$ cat config.mk
export PLATFORM = sky130hd
export DESIGN_NAME = lapido_fetch_unit
export DESIGN_NICKNAME = d
export VERILOG_FILES = /design/src/rtl/lapido_pkg.sv /design/src/rtl/lapido_pc_register.sv /design/src/rtl/lapido_fetch_unit.sv
export SDC_FILE = /design/constraint.sdc
export NUM_CORES = 1
export LEC_CHECK = 0
export ABC_AREA = 1
export CAP_MARGIN = 20
export CORE_ASPECT_RATIO = 0.6
export CORE_MARGIN = 2
export CORE_UTILIZATION = 46
export DETAILED_ROUTE_END_ITERATION = 8
export PLACE_DENSITY = 0.88
export SYNTH_ARGS = -nofsm -noshare
export SYNTH_HDL_FRONTEND = slang
export SYNTH_SLANG_ARGS = --single-unit
export TNS_END_PERCENT = 50
$ cat constraint.sdc
create_clock -name clock -period 2 [get_ports clock]
set_input_delay 0.5 -clock clock [delete_from_list [all_inputs] [get_ports clock]]
set_output_delay 0.5 -clock clock [all_outputs]
set_load 0.005 [all_outputs]
$ cat src/rtl/lapido_pkg.sv
// Shared definitions for the Lapido core: instruction classes, the idle instruction
// word and the fetch FSM state encoding.
package lapido_pkg;

  localparam logic [2:0] CLASS_NOP   = 3'b000;
  localparam logic [2:0] CLASS_ULA   = 3'b001;
  localparam logic [2:0] CLASS_CONST = 3'b010;
  localparam logic [2:0] CLASS_MEM   = 3'b100;
  localparam logic [2:0] CLASS_CTRL  = 3'b101;

  localparam logic [31:0] NOP_WORD = 32'h0000_0000;

  typedef enum logic [1:0] {
    S_IDLE,
    S_REQ,
    S_HOLD,
    S_DRAIN
  } fetch_state_t;

  function automatic logic [2:0] inst_class(input logic [31:0] word);
    return word[31:29];
  endfunction

endpackage

$ cat src/rtl/lapido_pc_register.sv
// Program counter with redirect mux, +1 incrementer and reset load.
// pc_next is the value the register will take at the next edge (reset excluded).
module lapido_pc_register #(
  parameter int unsigned       ADDR_W   = 16,
  parameter logic [ADDR_W-1:0] RESET_PC = '0
) (
  input  logic              clock,
  input  logic              reset,
  input  logic              load,
  input  logic              inc,
  input  logic [ADDR_W-1:0] target,
  output logic [ADDR_W-1:0] pc,
  output logic [ADDR_W-1:0] pc_next,
  output logic [ADDR_W-1:0] pc_plus1
);

  assign pc_plus1 = pc + 1'b1;

  always_comb begin
    pc_next = pc;
    if (load)
      pc_next = target;
    else if (inc)
      pc_next = pc_plus1;
  end

  always_ff @(posedge clock) begin
    if (reset)
      pc <= RESET_PC;
    else
      pc <= pc_next;
  end

endmodule

$ cat src/rtl/lapido_fetch_unit.sv
// Lapido instruction fetch stage: req/ack handshake with instruction memory,
// instruction register towards the decoder, redirect squashing and access timeout.
module lapido_fetch_unit #(
  parameter int unsigned       ADDR_W   = 16,
  parameter logic [ADDR_W-1:0] RESET_PC = '0,
  parameter logic [31:0]       NOP_WORD = lapido_pkg::NOP_WORD,
  parameter int unsigned       TIMEOUT  = 64
) (
  input  logic              clock,
  input  logic              reset,
  output logic              imem_req,
  output logic [ADDR_W-1:0] imem_addr,
  input  logic              imem_ack,
  input  logic [31:0]       imem_rdata,
  output logic [31:0]       instruction,
  output logic              inst_valid,
  input  logic              decode_ready,
  input  logic              stall,
  input  logic              redirect,
  input  logic [ADDR_W-1:0] redirect_target,
  output logic [ADDR_W-1:0] pc_out,
  output logic [ADDR_W-1:0] pc_plus1,
  output logic              fetch_fault
);

  import lapido_pkg::*;

  localparam logic [7:0] TMO = 8'(TIMEOUT);

  fetch_state_t      state;
  logic [7:0]        wait_cnt;
  logic [ADDR_W-1:0] pc;
  logic [ADDR_W-1:0] pc_next;
  logic [ADDR_W-1:0] pc_inc;
  logic              ack;
  logic              accept;

  assign ack    = imem_ack && imem_req;
  assign accept = (state == S_REQ) && ack && !redirect;

  lapido_pc_register #(
    .ADDR_W   (ADDR_W),
    .RESET_PC (RESET_PC)
  ) u_pc (
    .clock    (clock),
    .reset    (reset),
    .load     (redirect),
    .inc      (accept),
    .target   (redirect_target),
    .pc       (pc),
    .pc_next  (pc_next),
    .pc_plus1 (pc_inc)
  );

  // Every entry into REQ loads imem_addr from pc_next, so a redirect arriving on
  // that same edge is already reflected in the new request address.
  always_ff @(posedge clock) begin
    if (reset) begin
      state       <= S_IDLE;
      imem_req    <= 1'b0;
      imem_addr   <= RESET_PC;
      instruction <= NOP_WORD;
      inst_valid  <= 1'b0;
      pc_out      <= RESET_PC;
      pc_plus1    <= RESET_PC + 1'b1;
      fetch_fault <= 1'b0;
      wait_cnt    <= '0;
    end else begin
      if (ack) begin
        wait_cnt <= '0;
      end else if (imem_req && wait_cnt < TMO) begin
        wait_cnt <= wait_cnt + 8'd1;
        if (wait_cnt == TMO - 8'd1)
          fetch_fault <= 1'b1;
      end

      case (state)
        S_IDLE: begin
          if (!stall) begin
            state     <= S_REQ;
            imem_req  <= 1'b1;
            imem_addr <= pc_next;
          end
        end
        S_REQ: begin
          if (redirect) begin
            if (ack)
              imem_addr <= pc_next;
            else
              state <= S_DRAIN;
          end else if (ack) begin
            instruction <= imem_rdata;
            pc_out      <= pc;
            pc_plus1    <= pc_inc;
            inst_valid  <= 1'b1;
            imem_req    <= 1'b0;
            state       <= S_HOLD;
          end
        end
        S_HOLD: begin
          if (redirect || (decode_ready && !stall)) begin
            inst_valid  <= 1'b0;
            instruction <= NOP_WORD;
            imem_req    <= 1'b1;
            imem_addr   <= pc_next;
            state       <= S_REQ;
          end
        end
        S_DRAIN: begin
          if (ack) begin
            imem_addr <= pc_next;
            state     <= S_REQ;
          end
        end
        default: state <= S_IDLE;
      endcase
    end
  end

endmodule

==> impl_metrics.py, run 1 <==
metrics = {
    "critical_path": {
        "max_stage_delay_ps": 610,
        "path_class": "reg2out",
        "critPathLaunchType": "flop",
        "r2r_slack_ps": 330,
        "worstPathCellList": "clkdlybuf4s50_1",
        "cp.required_ps": 1500,
        "cpLargestDelayFamily": "buffers and inverters",
        "reg2reg_to": "imem_addr[14]",
        "worstPathMaxFanout": 2,
        "crit_slowest_cell": "clkdlybuf4s50_1",
        "r2r_start": "u_pc.pc[1]",
        "cp-end-kind": "primary output",
        "ff2ff_path_depth": 9,
        "crit_buf_inv": 1,
        "worstPathArrival_ps": 1290,
    },
    "placed_design": {
        "gp_congestion": 0.8801,
        "dp_hpwl_mm": 8.888,
        "port_buffers": 136,
        "pre_cts_slack_ps": -90.48,
        "dp.cells": 832,
    },
    "final_layout": {
        "area_growth_pct": 43.30,
        "diodes": 0,
        "ff_latch_area_um2": 2182,
        "multi_input_comb_area_um2": 1887,
        "fillCellCount": 730,
        "drive_above_1_share_pct": 8.787,
        "instances_no_fill": 847,
        "fin_nets": 769,
        "utilization_pct": 68.06,
    },
    "sta": {
        "final.setup.tns_ps": 0,
        "fin_skew_ps": 5.326,
        "finalSetupViolCount": 0,
        "maxSlewHeadroom_pct": 72.59,
        "slew_violations": 0,
        "rsz0062_at_grt": "no",
        "layout_min_cycle_time_ps": 1792,
        "fmax_mhz": 558.0,
        "tightest_slew_ps": 408.0,
        "period_share_pct": 89.60,
        "holdWs_ps": 460.3,
        "hold_violations": 0,
        "setup_ws_ps": 208.0,
    },
    "min_path": {
        "min-delay-start": "wait_cnt[7]",
        "hp-class": "reg2reg",
        "min_to": "wait_cnt[7]",
        "min_path_cells": 2,
    },
    "grt": {
        "grt_pass1_vias": 4078,
        "grt_pass1_wl_mm": 19.55,
        "grt_max_degree": 69,
        "grt.total_usage_pct": 23.87,
        "overflow": 0,
        "antenna_found_initial": 0,
    },
    "die": {
        "ios": 137,
        "core_area_um2": 9223,
        "rows": 27,
        "start_util_pct": 47.50,
        "die_y_um": 79.59,
        "die_area_um2": 10350,
        "die_w_um": 130.0,
    },
    "outcome": {
        "status": "finished clean",
    },
    "cts": {
        "post-cts-setup-buffers": 0,
        "cts_resized": 0,
        "cts.clk_slew.worst_paths_ps": 70,
        "cts_made_buffers": 9,
        "hold_buffers": 0,
        "ctsHtreeMaxLevel": 3,
        "cts_tree": "done",
        "cts_buffer_depth": 2,
        "cts_root_buf": "clkbuf_16",
        "clk_latency_ps": 350,
        "numClockSinks": 109,
    },
    "detailed_routing": {
        "routedWlPerCell_um": 14.49,
        "firstDrtPassIters": 6,
        "routed-via-count": 4403,
        "drc": 0,
        "first_iter_violations": 319,
        "routed_wirelength_mm": 12.28,
        "via_per_inst": 5.198,
        "antenna_left": 0,
    },
    "yosys": {
        "yosys_warnings": 0,
        "ys_seq_elements": 109,
        "synth-seq-area-share_pct": 49.81,
        "synth_cells": 573,
        "synth.avg_cell_area_um2": 7.645,
        "synthesis.nets": 629,
        "synth_area_um2": 4380,
        "synth_cell_types": 28,
    },
    "power": {
        "leakage_nw": 2.397,
        "ir_drop_mv": 0.5990,
        "powerDensity_nw_per_um2": 794.9,
    },
    "job": {
        "max-cap-violations": 0,
    },
}
[final cells by class]
cell class	count	share of cell area, %
Clock buffer	11	4.026
Multi-Input combinational cell	402	30.06
Sequential cell	109	34.76
Inverter	27	1.654
Tap cell	130	2.591
Clock inverter	4	0.7574
Timing Repair Buffer	164	26.15
[cell families (layout without fill, tap and decap cells)]
group	count (synthesis)	in the layout	share of synthesized area [%]
flip-flops	109	109	49.81
adder cells (fa/ha/maj)	2	2	0.5712
XOR/XNOR	3	3	0.5999
AO/OA/AOI/OAI	137	137	16.37
AND/OR/NAND/NOR	260	260	25.42
buffers and inverters	62	206	7.226
[cells in the mapped netlist]
| library cell | instances | share of area, % |
|---|---|---|
| nor3_1 | 4 | 0.46 |
| o21a_1 | 1 | 0.17 |
| a31oi_1 | 1 | 0.14 |
| xor2_1 | 1 | 0.20 |
| nor3b_1 | 2 | 0.34 |
| nand3_1 | 60 | 6.9 |
| buf_4 | 2 | 0.34 |
| xnor2_1 | 2 | 0.40 |
| inv_4 | 1 | 0.14 |
| nand2_1 | 119 | 10 |
| o21ai_0 | 38 | 4.3 |
| o211a_1 | 1 | 0.23 |
| dfxtp_1 | 109 | 50 |
| or2_2 | 10 | 1.4 |
| clkbuf_1 | 19 | 1.6 |
| inv_2 | 3 | 0.26 |
| nor2_1 | 55 | 4.7 |
| o211ai_1 | 2 | 0.34 |
| a21oi_1 | 77 | 8.8 |
| buf_6 | 9 | 2.3 |
| ha_1 | 2 | 0.57 |
| nand4_1 | 5 | 0.71 |
| buf_2 | 5 | 0.57 |
| inv_1 | 23 | 2.0 |
| nor2_2 | 5 | 0.71 |
| a211oi_1 | 2 | 0.34 |
| o21bai_1 | 5 | 0.86 |
| o21ai_1 | 10 | 1.1 |
[worst register-to-register path, stage by stage (launching register included)]
cell	delay [ps]
dfxtp_1	400
ha_1	210
nand3_1	100
nor2_1	270
nand3_1	120
nand2_1	90
nand3_1	120
nand2_1	100
nand2_1	60
a21oi_1	130
[power breakdown]
group	internal, mW	switching [mW]	total (mW)
Combinational	0.421	0.373	0.794
Sequential	2.30	0.101	2.40
Clock	1.03	0.765	1.79
[worst max path at each step]
stage                       from              end  cells after the start  slack (ps)
finish              imem_addr[9]     imem_addr[9]                      1         210
detailed placement      redirect  instruction[19]                      8         -90
global route            redirect  instruction[20]                      8         120
global placement        imem_ack     imem_addr[3]                      9         -30
CTS                 imem_addr[9]     imem_addr[9]                      1         200
floorplan                  stall    imem_addr[10]                      9         520
[flip-flops by register name, indices dropped and copies added (netlist names)]
signal	flops
instruction	32
imem_addr	16
pc_out	16
pc_plus1	16
u_pc.pc	16
wait_cnt	8
state	2
fetch_fault	1
imem_req	1
inst_valid	1
[per-stage QoR]
step / power, mW / area [µm²]
floorplan: 2.789 / 4380
finish: 4.990 / 6277
global placement: 3.209 / 5977
CTS: 5.020 / 6277
global route: 5.207 / 6277
detailed placement: 3.237 / 5977
[metal layers]
metal  global-route usage (%)  part of all wire (%)  wire [µm]
met1                    31.52                    45       5581
met2                    38.27                    45       5533
met3                    6.903                   7.8        961
met4                    6.667                   1.6        201
met5                        0                     0          0
[placed cells by master (no fill, tap or decap), types with 2 or more instances in the layout]
cell / instances
ha_1: 2
nor3_1: 4
a211oi_1: 2
xnor2_1: 2
o21ai_1: 10
dfxtp_1: 109
o21ai_0: 38
nand3_1: 60
clkinv_2: 2
nor2_2: 4
nand2_1: 119
clkbuf_16: 9
nor3b_1: 2
buf_12: 6
a21oi_1: 77
clkdlybuf4s50_1: 135
o211ai_1: 2
inv_1: 23
or2_2: 10
clkbuf_8: 2
o21bai_1: 5
inv_2: 3
nand4_1: 5
buf_4: 22
nor2_1: 55
No activity file was read; power rests on OpenSTA's default activity.
==> inputs of run 2 (changes only) <==
CORE_UTILIZATION = 35   (was 46)
PLACE_DENSITY = 0.72   (was 0.88)
==> impl_metrics.py, run 2 (synthesis gave the netlist of run 1 again) <==
metrics = {
    "critical_path": {
        "ff2ff_path_depth": 10,
        "reg2reg_to": "imem_addr[10]",
        "max_stage_delay_ps": 500,
        "cp.required_ps": 2280,
        "crit_slowest_cell": "clkdlybuf4s50_1",
        "r2r_start": "state[0]",
        "worstPathMaxFanout": 20,
        "worstPathCellList": "clkdlybuf4s50_1 > nand2_1 > nor2_4 > buf_12 > buf_4 > nand3_1 > nand2_1 > nand2_1 > a21oi_1",
        "crit_top_cell": "nand2_1",
        "r2r_slack_ps": 320,
        "cp-end-kind": "flop",
        "worstPathArrival_ps": 2040,
        "critPathLaunchType": "input port",
        "path_class": "in2reg",
    },
    "detailed_routing": {
        "drc": 0,
        "route.met3.wl_um": 754,
        "routed-via-count": 4389,
        "top_layer_used": "met4",
        "first_iter_violations": 234,
        "m1WireLength_mm": 6.120,
        "routedWlPerCell_um": 14.44,
        "wl_met2_mm": 5.851,
        "antenna_left": 0,
        "firstDrtPassIters": 5,
        "via_per_inst": 4.926,
        "routed_wirelength_mm": 12.86,
    },
    "cts": {
        "hold_buffers": 0,
        "cts.clk_slew.worst_paths_ps": 70,
        "cts_tree": "done",
        "cts_buffer_depth": 2,
        "cts_resized": 0,
        "numClockSinks": 109,
        "ctsHtreeMaxLevel": 3,
        "clk_latency_ps": 350,
        "cts_root_buf": "clkbuf_16",
        "post-cts-setup-buffers": 0,
        "cts_made_buffers": 9,
    },
    "placed_design": {
        "gp_congestion": 0.8857,
        "pre_cts_slack_ps": -85.04,
        "dp_hpwl_mm": 9.327,
        "port_buffers": 136,
    },
    "sta": {
        "maxSlewHeadroom_pct": 52.47,
        "layout_min_cycle_time_ps": 1758,
        "rsz0062_at_grt": "no",
        "tightest_slew_ps": 713.0,
        "period_share_pct": 87.89,
        "hold_violations": 0,
        "fmax_mhz": 568.9,
        "slew_violations": 0,
        "final.setup.tns_ps": 0,
        "fin_skew_ps": 9.358,
        "finalSetupViolCount": 0,
        "setup_ws_ps": 242.2,
    },
    "grt": {
        "grt.total_usage_pct": 19.16,
        "grt_pass1_vias": 4329,
        "overflow": 0,
        "grt_pass1_wl_mm": 20.76,
        "grt_max_degree": 69,
        "antenna_found_initial": 0,
    },
    "power": {
        "ir_drop_mv": 0.4026,
        "sw_frac_of_total_pct": 25.78,
        "leakage_nw": 2.421,
        "power_frac_clock_pct": 34.8,
        "p_comb_share_pct": 16.1,
        "p_int_mw": 3.640,
        "seqPwrFrac_pct": 49.1,
        "p_switching_mw": 1.264,
        "powerDensity_nw_per_um2": 771.8,
    },
    "final_layout": {
        "top_register": "instruction",
        "utilization_pct": 52.34,
        "mostFrequentLayoutCell": "clkdlybuf4s50_1",
        "largest_reg_flops": 32,
        "area_growth_pct": 45.07,
        "drive_above_1_share_pct": 9.917,
        "final_cell_mix": "135 x clkdlybuf4s50_1, 119 x nand2_1, 109 x dfxtp_1",
        "fin_nets": 777,
        "diodes": 0,
    },
    "die": {
        "die_area_um2": 13460,
        "start_util_pct": 36.08,
        "rows": 31,
        "die_w_um": 148.4,
        "die_y_um": 90.66,
        "ios": 137,
        "core_area_um2": 12140,
    },
    "min_path": {
        "min_to": "wait_cnt[7]",
        "min-delay-start": "wait_cnt[7]",
        "hp-class": "reg2reg",
        "min_path_cells": 2,
    },
    "outcome": {
        "status": "finished clean",
    },
    "job": {
        "max-cap-violations": 0,
    },
}
## run 2: cell count changes in the layout (fill, tap and decap cells not counted), sizes merged
cell / change
inv: +1
bufinv: -1
buf: +8
clkinvlp: +1
## run 2: area by class of cell
cell class / count / area, µm²
multi-input cells: 402 / 1887
repair buffers: 172 / 1689
fillers: 1152 / 5786
flip-flops and latches: 109 / 2182
inverters: 27 / 103.9
clock inverters: 5 / 33.78
clock buffers: 11 / 252.7
well taps: 165 / 206.4
## run 2: per-stage QoR
step / power, mW / hold slack (ps) / instances / cell area, µm²
5_1_grt: 5.126 / 466.1 / 891 / 6355
3_3_place_gp: 3.218 / 428.7 / 875 / 6068
6_report: 4.904 / 440.9 / 891 / 6355
4_1_cts: 4.955 / 441.0 / 891 / 6355
2_1_floorplan: 2.789 / 416.5 / 573 / 4380
3_5_place_dp: 3.237 / 430.2 / 875 / 6068
## run 2: worst max-delay path: cells and delay by family
family / cells / cell delay, ps
buf+inv: 3 / 830
simple gates: 5 / 580
compound gates: 1 / 130
## run 2: worst max-delay path by stage
| stage | startpoint | endpoint | slack (ps) | cells after the start |
|---|---|---|---|---|
| 2_1_floorplan | stall | imem_addr[10] | 520 | 9 |
| 3_3_place_gp | imem_ack | imem_addr[13] | -50 | 9 |
| 3_5_place_dp | redirect | imem_addr[13] | -90 | 10 |
| 4_1_cts | imem_req | imem_req | 230 | 1 |
| 5_1_grt | imem_ack | imem_addr[5] | 140 | 9 |
| 6_report | imem_ack | imem_addr[10] | 240 | 9 |
## run 2: routing by layer
| metal | track usage, % | vias up |
|---|---|---|
| li1 | - | 2196 |
| met1 | 25.42 | 2053 |
| met2 | 31.44 | 131 |
| met3 | 4.242 | 9 |
| met4 | 5.397 | 0 |
| met5 | 0 | - |
## run 2: power groups by stage
stage                     clock [mW]  sequential [mW]  combinational, mW
after CTS                       1.76             2.41              0.792
after global routing            1.84             2.42              0.867
after floorplan                    0             2.43              0.355
final                           1.71             2.41              0.789
after global placement             0             2.45              0.769
after detailed placement           0             2.45              0.786
==> inputs of run 3 (changes only) <==
CORE_MARGIN = not set   (was 2)
==> impl_metrics.py, run 3 (synthesis gave the netlist of run 1 again) <==
metrics = {
    "die": {
        "die_area_um2": 12980,
        "core_area_um2": 12140,
        "die_w_um": 146.4,
        "die_y_um": 88.66,
        "rows": 31,
        "ios": 137,
        "start_util_pct": 36.08,
    },
    "placed_design": {
        "port_buffers": 136,
        "dp_hpwl_mm": 9.038,
        "gp_congestion": 0.8601,
        "place_area_um2": 6033,
    },
    "critical_path": {
        "ff2ff_path_depth": 8,
        "cp.required_ps": 2260,
        "path_class": "in2reg",
        "max_stage_delay_ps": 520,
        "worstPathArrival_ps": 2040,
        "critPathLaunchType": "input port",
        "crit_slowest_cell": "clkdlybuf4s50_1",
        "cp-end-kind": "flop",
        "worstPathMaxFanout": 33,
        "worstPathCellList": "clkdlybuf4s50_1 > inv_2 > nand2_1 > nor2_4 > inv_4 > buf_12 > nand3_1 > a21oi_1",
    },
    "final_layout": {
        "area_growth_pct": 44.33,
        "top_register": "instruction",
        "largest_reg_flops": 32,
        "mostFrequentLayoutCell": "clkdlybuf4s50_1",
        "postLayoutCellArea_um2": 6322,
        "final_cell_mix": "135 x clkdlybuf4s50_1, 119 x nand2_1, 109 x dfxtp_1",
        "drive_above_1_share_pct": 9.293,
        "fin_nets": 774,
        "diodes": 0,
    },
    "outcome": {
        "status": "finished clean",
    },
    "job": {
        "max-cap-violations": 0,
    },
    "cts": {
        "ctsHtreeMaxLevel": 3,
        "numClockSinks": 109,
        "cts_tree": "done",
        "cts_root_buf": "clkbuf_16",
        "cts_resized": 0,
        "cts_made_buffers": 9,
        "cts.clk_slew.worst_paths_ps": 60,
        "hold_buffers": 0,
        "post-cts-setup-buffers": 0,
        "cts_buffer_depth": 2,
        "clk_latency_ps": 350,
    },
    "detailed_routing": {
        "firstDrtPassIters": 5,
        "antenna_left": 0,
        "first_iter_violations": 322,
        "routed_wirelength_mm": 12.74,
        "routedWlPerCell_um": 14.38,
        "routed-via-count": 4414,
        "via_per_inst": 4.982,
        "drc": 0,
    },
    "power": {
        "p_switching_mw": 1.251,
        "p_int_mw": 3.706,
        "powerDensity_nw_per_um2": 784.0,
        "ir_drop_mv": 0.4109,
        "seqPwrFrac_pct": 48.6,
        "p_comb_share_pct": 15.9,
        "power_frac_clock_pct": 35.6,
        "leakage_nw": 2.402,
        "sw_frac_of_total_pct": 25.24,
    },
    "grt": {
        "grt.total_usage_pct": 19.48,
        "grt_pass1_wl_mm": 20.02,
        "overflow": 0,
        "grt_max_degree": 69,
        "antenna_found_initial": 0,
        "grt_pass1_vias": 4142,
    },
    "sta": {
        "final.setup.tns_ps": 0,
        "period_share_pct": 89.28,
        "layout_min_cycle_time_ps": 1786,
        "rsz0062_at_grt": "no",
        "finalSetupViolCount": 0,
        "fin_skew_ps": 9.375,
        "fmax_mhz": 560.0,
        "slew_violations": 0,
        "tightest_slew_ps": 729.9,
        "maxSlewHeadroom_pct": 51.34,
        "hold_violations": 0,
    },
    "min_path": {
        "hp-class": "reg2reg",
        "min_path_cells": 2,
    },
}
run 3: layout make-up:
type                       count  area [µm²]
multi-input combinational    402        1887
clock inverter                 4       50.05
timing repair buffer         169        1654
tap                          165       206.4
fill                        1157        5818
clock buffer                  10       239.0
sequential                   109        2182
inverter                      27       103.9
run 3: critical path, delay by kind of cell:
family          cells  cell delay [ps]
simple gates        3              300
buf+inv             4             1050
compound gates      1              170
run 3: path summary, 6_finish.rpt:
kind	startpoint	endpoint	slack [ps]
min reg2reg	wait_cnt[7]	wait_cnt[7]	440
min	wait_cnt[7]	wait_cnt[7]	440
max reg2reg	u_pc.pc[2]	imem_addr[9]	340
max	redirect	instruction[16]	210
run 3: per-layer routing:
layer | GRT usage [%] | routed length, µm | part of all wire, %
met1 | 25.51 | 5970 | 47
met2 | 31.39 | 5692 | 45
met3 | 5.928 | 894 | 7.0
met4 | 5.398 | 180 | 1.4
met5 | 0 | 0 | 0
run 3: per-stage QoR:
step                setup slack [ps]  hold WS [ps]  utilization [%]  std cells  total power [mW]
floorplan                      522.4         416.5                -        573             2.789
global placement              -40.78         426.2            49.70        872             3.210
detailed placement            -103.9         435.3            49.70        872             3.234
CTS                            230.6         445.2            52.08        886             5.001
global route                   104.2         482.9            52.08        886             5.168
finish                         214.4         443.4            52.08        886             4.957
run 3: power by group through the flow:
stage / Clock [mW] / Combinational [mW] / Sequential, mW
finish: 1.76 / 0.787 / 2.41
global route: 1.89 / 0.859 / 2.42
CTS: 1.81 / 0.790 / 2.40
detailed placement: 0 / 0.784 / 2.45
global placement: 0 / 0.761 / 2.45
floorplan: 0 / 0.355 / 2.43
